**src/rtl/sv_uart_frame_pkg.sv**
```systemverilog
// Shared types and defaults for the UART frame decoder:
// parser states, buffer entry layout and the running checksum.
package sv_uart_frame_pkg;

   typedef enum logic [2:0] {
      HUNT    = 3'd0,
      LEN     = 3'd1,
      PAYLOAD = 3'd2,
      CHK     = 3'd3,
      SKIP    = 3'd4
   } state_e;

   localparam logic [7:0] DEF_SYNC_BYTE = 8'hA5;

   typedef struct packed {
      logic       last;
      logic [7:0] data;
   } entry_t;

   function automatic logic [7:0] chk_add(input logic [7:0] sum, input logic [7:0] data);
      return sum + data;
   endfunction

endpackage

```
**src/rtl/sv_uart_frame_buf.sv**
```systemverilog
// Commit/rewind FIFO: speculative writes become visible to the reader only
// after commit; rewind discards everything written since the last commit.
module sv_uart_frame_buf
   import sv_uart_frame_pkg::*;
#(
   parameter int BUF_AW = 7
) (
   input  logic   iclk,
   input  logic   irst,
   input  logic   wr_en,
   input  entry_t wr_entry,
   output logic   wr_space,
   input  logic   commit,
   input  logic   rewind,
   output entry_t rd_entry,
   output logic   rd_valid,
   input  logic   rd_ready
);

   localparam int            PW    = BUF_AW + 1;
   localparam logic [PW-1:0] DEPTH = PW'(2**BUF_AW);

   entry_t        mem_r [2**BUF_AW];
   logic [PW-1:0] wr_ptr_r;
   logic [PW-1:0] wr_cmt_r;
   logic [PW-1:0] rd_ptr_r;
   logic [PW-1:0] rd_next_s;
   logic [PW-1:0] fill_s;
   logic          pop_s;
   logic          rd_valid_r;
   entry_t        rd_entry_r;

   // rd_ptr addresses the entry held in the output stage, so fill counts it too
   assign fill_s    = wr_ptr_r - rd_ptr_r;
   assign wr_space  = (fill_s < DEPTH);
   assign pop_s     = rd_valid_r & rd_ready;
   assign rd_next_s = rd_ptr_r + {{BUF_AW{1'b0}}, pop_s};
   assign rd_valid  = rd_valid_r;
   assign rd_entry  = rd_entry_r;

   // Speculative write pointer and committed boundary
   always_ff @(posedge iclk) begin
      if (irst) begin
         wr_ptr_r <= '0;
         wr_cmt_r <= '0;
      end else begin
         if (rewind) begin
            wr_ptr_r <= wr_cmt_r;
         end else if (wr_en) begin
            wr_ptr_r <= wr_ptr_r + PW'(1);
         end
         if (commit) begin
            wr_cmt_r <= wr_ptr_r;
         end
      end
   end

   // Storage array
   always_ff @(posedge iclk) begin
      if (wr_en && !rewind) begin
         mem_r[wr_ptr_r[BUF_AW-1:0]] <= wr_entry;
      end
   end

   // Registered first-word-fall-through output stage
   always_ff @(posedge iclk) begin
      if (irst) begin
         rd_ptr_r   <= '0;
         rd_valid_r <= 1'b0;
         rd_entry_r <= '0;
      end else begin
         rd_ptr_r   <= rd_next_s;
         rd_valid_r <= (rd_next_s != wr_cmt_r);
         rd_entry_r <= mem_r[rd_next_s[BUF_AW-1:0]];
      end
   end

endmodule

```
**src/rtl/sv_uart_frame_rx.sv**
```systemverilog
// Framed-packet decoder: SYNC, LEN, payload, CHK. Payload is staged in a
// commit/rewind buffer and released on m_axis only once the checksum matches.
module sv_uart_frame_rx
   import sv_uart_frame_pkg::*;
#(
   parameter logic [7:0] SYNC_BYTE = DEF_SYNC_BYTE,
   parameter int         MAX_LEN   = 64,
   parameter int         BUF_AW    = 7,
   parameter int         TMO_W     = 24
) (
   input  logic             iclk,
   input  logic             irst,
   input  logic [7:0]       s_axis_tdata,
   input  logic             s_axis_tvalid,
   output logic             s_axis_tready,
   output logic [7:0]       m_axis_tdata,
   output logic             m_axis_tvalid,
   input  logic             m_axis_tready,
   output logic             m_axis_tlast,
   input  logic [TMO_W-1:0] itimeout,
   output logic             oframe_ok,
   output logic             oerr_chk,
   output logic             oerr_len,
   output logic             oerr_ovf,
   output logic             oerr_tmo
);

   localparam logic [7:0] MAX_LEN_B = 8'(MAX_LEN);

   if (MAX_LEN < 1 || MAX_LEN > 255 || (2**BUF_AW) < MAX_LEN) begin : g_param_check
      $error("sv_uart_frame_rx: MAX_LEN must be 1..255 and fit in 2**BUF_AW entries");
   end

   state_e           state_r, state_n;
   logic [7:0]       len_r, len_n, cnt_r, cnt_n, sum_r, sum_n, skip_r, skip_n;
   logic [TMO_W-1:0] idle_r, idle_n;
   logic             tready_r, acc_s, last_s;
   logic             wr_en_s, commit_s, rewind_s, space_s;
   entry_t           wr_entry_s, rd_entry_s;
   logic             ok_s, echk_s, elen_s, eovf_s, etmo_s;
   logic             ok_r, echk_r, elen_r, eovf_r, etmo_r;

   assign acc_s  = s_axis_tvalid & tready_r;
   assign last_s = (cnt_r == len_r - 8'd1);

   // Parser next-state, buffer strobes and event pulses
   always_comb begin
      state_n         = state_r;
      len_n           = len_r;
      cnt_n           = cnt_r;
      sum_n           = sum_r;
      skip_n          = skip_r;
      wr_en_s         = 1'b0;
      wr_entry_s.last = last_s;
      wr_entry_s.data = s_axis_tdata;
      commit_s        = 1'b0;
      rewind_s        = 1'b0;
      ok_s            = 1'b0;
      echk_s          = 1'b0;
      elen_s          = 1'b0;
      eovf_s          = 1'b0;
      etmo_s          = 1'b0;
      if (state_r == HUNT) begin
         idle_n = '0;
      end else begin
         idle_n = idle_r + TMO_W'(1);
      end
      if (acc_s) begin
         idle_n = '0;
         case (state_r)
            HUNT: begin
               if (s_axis_tdata == SYNC_BYTE) begin
                  state_n = LEN;
               end else begin
                  state_n = HUNT;
               end
            end
            LEN: begin
               if (s_axis_tdata == 8'd0 || s_axis_tdata > MAX_LEN_B) begin
                  elen_s  = 1'b1;
                  state_n = HUNT;
               end else begin
                  len_n   = s_axis_tdata;
                  sum_n   = s_axis_tdata;
                  cnt_n   = 8'd0;
                  state_n = PAYLOAD;
               end
            end
            PAYLOAD: begin
               if (space_s) begin
                  wr_en_s = 1'b1;
                  sum_n   = chk_add(sum_r, s_axis_tdata);
                  cnt_n   = cnt_r + 8'd1;
                  if (last_s) begin
                     state_n = CHK;
                  end else begin
                     state_n = PAYLOAD;
                  end
               end else begin
                  // remaining payload bytes plus the CHK byte still arrive
                  rewind_s = 1'b1;
                  eovf_s   = 1'b1;
                  skip_n   = len_r - cnt_r;
                  state_n  = SKIP;
               end
            end
            CHK: begin
               if (s_axis_tdata == sum_r) begin
                  commit_s = 1'b1;
                  ok_s     = 1'b1;
               end else begin
                  rewind_s = 1'b1;
                  echk_s   = 1'b1;
               end
               state_n = HUNT;
            end
            SKIP: begin
               if (skip_r == 8'd1) begin
                  state_n = HUNT;
               end else begin
                  skip_n  = skip_r - 8'd1;
                  state_n = SKIP;
               end
            end
            default: begin
               state_n = HUNT;
            end
         endcase
      end else if (state_r != HUNT && itimeout != '0 && idle_r == itimeout) begin
         rewind_s = 1'b1;
         etmo_s   = 1'b1;
         idle_n   = '0;
         state_n  = HUNT;
      end else begin
         state_n = state_r;
      end
   end

   // Parser state, counters and registered pulses
   always_ff @(posedge iclk) begin
      if (irst) begin
         state_r  <= HUNT;
         len_r    <= 8'd0;
         cnt_r    <= 8'd0;
         sum_r    <= 8'd0;
         skip_r   <= 8'd0;
         idle_r   <= '0;
         tready_r <= 1'b0;
         ok_r     <= 1'b0;
         echk_r   <= 1'b0;
         elen_r   <= 1'b0;
         eovf_r   <= 1'b0;
         etmo_r   <= 1'b0;
      end else begin
         state_r  <= state_n;
         len_r    <= len_n;
         cnt_r    <= cnt_n;
         sum_r    <= sum_n;
         skip_r   <= skip_n;
         idle_r   <= idle_n;
         tready_r <= 1'b1;
         ok_r     <= ok_s;
         echk_r   <= echk_s;
         elen_r   <= elen_s;
         eovf_r   <= eovf_s;
         etmo_r   <= etmo_s;
      end
   end

   sv_uart_frame_buf #(
      .BUF_AW(BUF_AW)
   ) u_buf (
      .iclk    (iclk),
      .irst    (irst),
      .wr_en   (wr_en_s),
      .wr_entry(wr_entry_s),
      .wr_space(space_s),
      .commit  (commit_s),
      .rewind  (rewind_s),
      .rd_entry(rd_entry_s),
      .rd_valid(m_axis_tvalid),
      .rd_ready(m_axis_tready)
   );

   assign s_axis_tready = tready_r;
   assign m_axis_tdata  = rd_entry_s.data;
   assign m_axis_tlast  = rd_entry_s.last;
   assign oframe_ok     = ok_r;
   assign oerr_chk      = echk_r;
   assign oerr_len      = elen_r;
   assign oerr_ovf      = eovf_r;
   assign oerr_tmo      = etmo_r;

endmodule

```
**config.mk**
```make
export PLATFORM = sky130hd
export DESIGN_NAME = sv_uart_frame_rx
export DESIGN_NICKNAME = d
export VERILOG_FILES = /design/src/rtl/sv_uart_frame_pkg.sv /design/src/rtl/sv_uart_frame_buf.sv /design/src/rtl/sv_uart_frame_rx.sv
export SDC_FILE = /design/constraint.sdc
export NUM_CORES = 2
export LEC_CHECK = 0
export CAP_MARGIN = 20
export CORE_ASPECT_RATIO = 0.8
export CORE_MARGIN = 5
export CORE_UTILIZATION = 63
export DETAILED_ROUTE_END_ITERATION = 8
export PLACE_DENSITY_LB_ADDON = 0.25
export SLEW_MARGIN = 10
export SYNTH_ARGS = -nofsm -noshare
export SYNTH_HDL_FRONTEND = slang
export SYNTH_HIERARCHICAL = 1
export SYNTH_SLANG_ARGS = --single-unit
```
**constraint.sdc**
```tcl
create_clock -name iclk -period 16.9 [get_ports iclk]
set_input_delay 1.69 -clock iclk [delete_from_list [all_inputs] [get_ports iclk]]
set_output_delay 1.69 -clock iclk [all_outputs]
set_load 0.01 [all_outputs]
```
# Word level (Yosys, flattened, before mapping)
# Memory sizes are Yosys's and may differ from the RTL's. A register that Yosys moved wholly into a read port is not among the register bits.
# Cells that the tools add are included.
[word_totals]
wordCells = 104
memories = 1
mem_bits_rw = 1152
register_bits = 90
input_bits = 36
[mem_list]
columns = ["memory", "depth", "width", "read_ports", "rd_clocked_by_memory_dff", "wr", "line", "rtl"]
rows = [
  ["u_buf.mem_r", 128, 9, 1, 1, 1, "sv_uart_frame_buf.sv:23", "entry_t mem_r [2**BUF_AW];"],
]
[classes]
n_addsub = 9
order_cmp = 2
mux = 34
n_bitwise = 7
n_eq_ne = 14
n_reduce_logical = 21
[ops]
columns = ["cell", "count"]
rows = [
  ["2-to-1 mux 8 bit", 8],
  ["one-hot mux 8 bit (2 select lines)", 3],
  ["adder 24 x 1 -> 24 bit, second input constant", 1],
  ["equality test 24 bit", 1],
  ["nonzero test 24 bit", 1],
  ["adder 8 x 1 -> 8 bit, second input constant", 2],
  ["equality test 8 bit", 2],
  ["2-to-1 mux 1 bit", 16],
  ["subtractor 8 x 1 -> 8 bit, second input constant", 2],
  ["subtractor 8 bit", 2],
  ["2-to-1 mux 3 bit", 4],
  ["one-hot mux 3 bit (4 select lines)", 1],
  ["OR reduction 3 bit", 3],
  ["adder 8 x 1 -> 8 bit", 1],
  ["adder 8 bit", 1],
  ["equality test 8 x 1 -> 1 bit, second input constant", 1],
  ["equality test 8 bit, second input constant", 1],
  ["greater-than comparator 8 x 7 -> 1 bit, second input constant", 1],
  ["zero test 8 bit", 1],
  ["< comparator 8 bit, second input constant", 1],
  ["inequality test 2 bit, second input constant", 4],
  ["inequality test 8 bit", 1],
  ["AND reduction 4 bit", 2],
  ["nonzero test 2 bit", 4],
  ["15 further kinds", 23],
]

# Longest topological paths before layout
[depth]
word_depth = 9
ltp_mapped = 17

# Cells and area by module
# Netlist, hierarchy kept.
[modules_own_cells]
columns = ["mod", "instances", "seq_area_each_um2", "cells_per_inst", "area_per_inst_um2"]
rows = [
  ["sv_uart_frame_buf", 1, 35273.8, 3262, 47159.0],
  ["sv_uart_frame_rx", 1, 1301.2, 489, 3957.5],
]

# Least setup slack after synthesis
# Ideal clock, no wire load.
[synth_timing]
path_kind = "register -> register"
startpoint = "reg len_r[1]"
endpoint = "mem u_buf/mem_r[0][8] in the netlist's numbering, data pin"
stages_incl_launch_ff = 9
path_buffers = 1
required_ns = 14.530
slack_ns = 2.043
arrival_time_ns = 12.487
setup_ns = 2.370
period_less_slack_ns = 14.857
cell_sequence = "dfxtp_1 inv_1 ha_1 buf_1 nor2_1 nor2_1 a221oi_1 a41oi_1 a2111oi_0"
[synth_between]
elab_chain_cells = 2
[synth_rtl]
columns = ["element", "line", "rtl"]
rows = [
  ["from (decl)", "sv_uart_frame_rx.sv:35", "logic [7:0] len_r, len_n, cnt_r, cnt_n, sum_r, sum_n, skip_r, skip_n;"],
  ["from (signal assigned)", "sv_uart_frame_rx.sv:156", "len_r <= len_n;"],
  ["subtractor 8 x 1 -> 8 bit", "sv_uart_frame_rx.sv:44", "assign last_s = (cnt_r == len_r - 8'd1);"],
  ["equality test 8 bit", "sv_uart_frame_rx.sv:44", ""],
  ["via last_s", "sv_uart_frame_rx.sv:37", "logic tready_r, acc_s, last_s;"],
  ["to (decl)", "sv_uart_frame_buf.sv:23", ""],
]
# The timed path passes the listed nets, and every way through them passes these cells.

# Worst setup path after layout
[layout_timing]
startpoint = "in m_axis_tready"
endpoint = "reg u_buf/rd_entry[7] (netlist name)"
[layout_between]
elab_chain_cells = 2
[layout_rtl]
columns = ["element", "line", "rtl"]
rows = [
  ["from (decl)", "sv_uart_frame_rx.sv:18", "input logic m_axis_tready,"],
  ["AND 1 bit", "sv_uart_frame_buf.sv:36", "assign pop_s = rd_valid_r & rd_ready;"],
  ["adder 8 x 1 -> 8 bit", "sv_uart_frame_buf.sv:37", "assign rd_next_s = rd_ptr_r + {{BUF_AW{1'b0}}, pop_s};"],
]
# Every way passes these cells.
# A chain may end at the register's enable or synchronous reset.

==> impl_metrics.yaml <==
synth:
  synthArstFlopShare_pct: 0
  ys_types: 65
  synth_edf_count: 1152
  synthFlopType: "edfxtp_1"
  yosysWarnings: 6
  syn-instance-count: 3751
  ys_ff_latch: 1251
  yosysSeqAreaShare_pct: 71.6
  synth_area_um2: 51100
  synth_fp_nets: 3816
  avgSynthCellArea_um2: 13.6
floorplanning:
  core_um2: 80500
  die_w_um: 328
  pin_count: 52
  fp.dieH_um: 265
  die-area_um2: 87000
  rows: 93
  initial_core_util_pct: 63.5
drt:
  drt_pass1_iterations: 6
  routed_wl_mm: 135
  vias_per_cell: 6.73
  final_antenna_net_count: 0
  routed-via-count: 33000
  drt_iter0_markers: 5216
  wire_per_inst_um: 27.6
  drc_errors: 0
timing:
  skew_ns: 0.0384
  setup_viol: 0
  period_needed_ns: 6.38
  slew_violations: 0
  hold_viol_final: 0
  worst_pin_slew_ns: 1.28
  maxSlewHeadroom_pct: 14.2
  rsz0062_at_grt: "no"
  setup-tns-final_ns: 0
  max_freq_mhz: 157
  timing.final.crit_share_pct: 37.7
cells_and_area:
  final_core_util_pct: 69.7
  drive_gt1_share_pct: 7.25
  final_net_count: 3779
  area_delta_synth_final_pct: 9.83
  layout_common_cells: "edfxtp_1, nand2_1, and3_1"
  layout_commonest_cell: "edfxtp_1"
  fillCellCount: 5324
pwr:
  power_frac_seq_pct: 55.9
  switching_share_pct: 19.4
  power_frac_comb_pct: 1.2
  ir_drop_uv: 80.6
  pwr-share-clk_pct: 42.9
  power_mw: 6.03
  switchingPower_mw: 1.17
  power_density_nw_per_um2: 107
  p_int_mw: 4.86
  p_leak_nw: 18.9
cts:
  cts_resized: 0
  cts_tree: "done"
  numCtsBuffers: 114
  cts_num_sinks: 1251
  clock_latency_ns: 0.71
  clk_pin_slew_ns: 0.06
  post-cts-setup-buffer-count: 0
  hold_buffers: 0
  htreeDepth: 3
  cts_buffer_depth: 3
  clockRootBuffer: "clkbuf_16"
worst_setup_path:
  crit_arrival_ns: 6.96
  worst_setup_path_end_kind: "register"
  crit_type: "in -> reg"
  cp_max_fo: 193
  critPathLaunchType: "input pin"
  required_ns: 17.48
global_route:
  grt_pass1_vias: 30700
  antenna_found_initial: 3
  grt_max_degree: 194
  overflow: 0
  grt_pass1_wl_mm: 199
  grtUsageTotal_pct: 30.6
placed_design:
  hpwl_mm: 79.2
  port-buffer-count: 51
  routabilityCongestion: 0.948
run_status:
  status: "complete, no violations"
min_path:
  hp-class: "reg -> reg"
run:
  cap_violations: 0
==> state kept, by name, summed over array words and instances, names as in the netlist, 3 cells and up <==
name and count:
u_buf/mem_r 1152, idle_r 24, u_buf/rd_entry 9, cnt_r 8, len_r 8, skip_r 8, sum_r 8, u_buf/rd_ptr_r 8
u_buf/wr_cmt_r 8, u_buf/wr_ptr_r 8, state_r 3
==> cell type report <==
cell class	instances	area, um^2	share of cell area [%]
Antenna cell	2	5.00	0.00892
Clock buffer	149	3150	5.61
Clock inverter	62	617	1.10
Inverter	28	105	0.187
Multi-Input combinational cell	2206	13300	23.7
Sequential cell	1251	36600	65.2
Tap cell	1092	1370	2.43
Timing Repair Buffer	113	1010	1.81
==> per-stage QoR <==
step | cell area (um^2) | hold slack [ns] | std cells | setup slack, ns
6_report | 56100 | 0.472 | 4903 | 10.52
5_1_grt | 56100 | 0.508 | 4901 | 10.50
4_1_cts | 56100 | 0.473 | 4896 | 10.62
3_5_place_dp | 52300 | 0.465 | 4685 | 10.07
3_3_place_gp | 52200 | 0.461 | 4680 | 9.36
2_1_floorplan | 51100 | 0.445 | 3751 | 2.04
==> power groups by stage <==
stage          clock (mW)  combinational [mW]  sequential, mW
2_1_floorplan           0              0.0103            3.44
3_3_place_gp            0              0.0701            3.44
3_5_place_dp            0              0.0712            3.44
4_1_cts              2.60              0.0710            3.37
5_1_grt              2.75              0.0764            3.37
6_report             2.59              0.0715            3.37
==> cell usage after synthesis (9+ instances only) <==
library cell / count / area (um^2)
inv_1: 27 / 101
nand4_1: 11 / 68.8
a211oi_1: 273 / 2050
clkbuf_1: 159 / 597
or4_1: 10 / 75.1
o21ai_0: 17 / 85.1
nand2b_1: 10 / 62.6
edfxtp_1: 1152 / 34600
nand3_1: 158 / 791
o211ai_1: 11 / 82.6
or3_1: 9 / 56.3
nor4_1: 114 / 713
ha_1: 27 / 338
o22ai_1: 29 / 181
xor2_1: 37 / 324
and3_1: 281 / 1760
a21oi_1: 64 / 320
buf_2: 67 / 335
a41oi_1: 21 / 184
buf_6: 16 / 180
nor2b_1: 11 / 68.8
buf_1: 17 / 63.8
mux2i_1: 104 / 1040
dfxtp_1: 99 / 1980
nor2_1: 241 / 905
nor3_1: 18 / 90.1
xnor2_1: 58 / 508
a31oi_1: 44 / 275
a32oi_1: 85 / 744
nand2_1: 502 / 1880
==> path summary, 6_finish.rpt <==
path,from,end,slack (ns),cells past startpoint
setup / recovery,m_axis_tready,u_buf/rd_entry[7],10.52,11
hold / removal,skip_r[1],skip_r[1],0.47,2
setup reg to reg,u_buf/wr_ptr_r[1],u_buf/mem_r[7][3],10.60,12
hold reg to reg,skip_r[1],skip_r[1],0.47,2
==> worst max-delay path, stage by stage <==
cell and delay [ns]:
clkdlybuf4s50_1 0.53, a21bo_4 0.13, buf_4 0.76, nand2_4 0.70, buf_12 0.46, buf_12 0.35
nand2_1 0.23, nand3_1 0.09, a41oi_1 0.81, nor4_1 0.19, or4_1 0.53
==> logic make-up after synthesis <==
family          count (synthesis)  share of synthesized area (%)
compound gates                578                           8.21
xor+xnor                       97                           1.69
fa+ha+maj                      29                          0.739
buf+inv                       294                           2.61
flops                        1251                           71.6
mux                           104                           2.04
simple gates                 1398                           13.2
==> routing by layer <==
metal | share of wire [%] | GRT usage [%]
met5 | 0.0096 | 0
met4 | 3.1 | 8.81
met3 | 15 | 9.91
met2 | 43 | 43.1
met1 | 39 | 46.2
No activity file was read; power rests on OpenSTA's default activity.
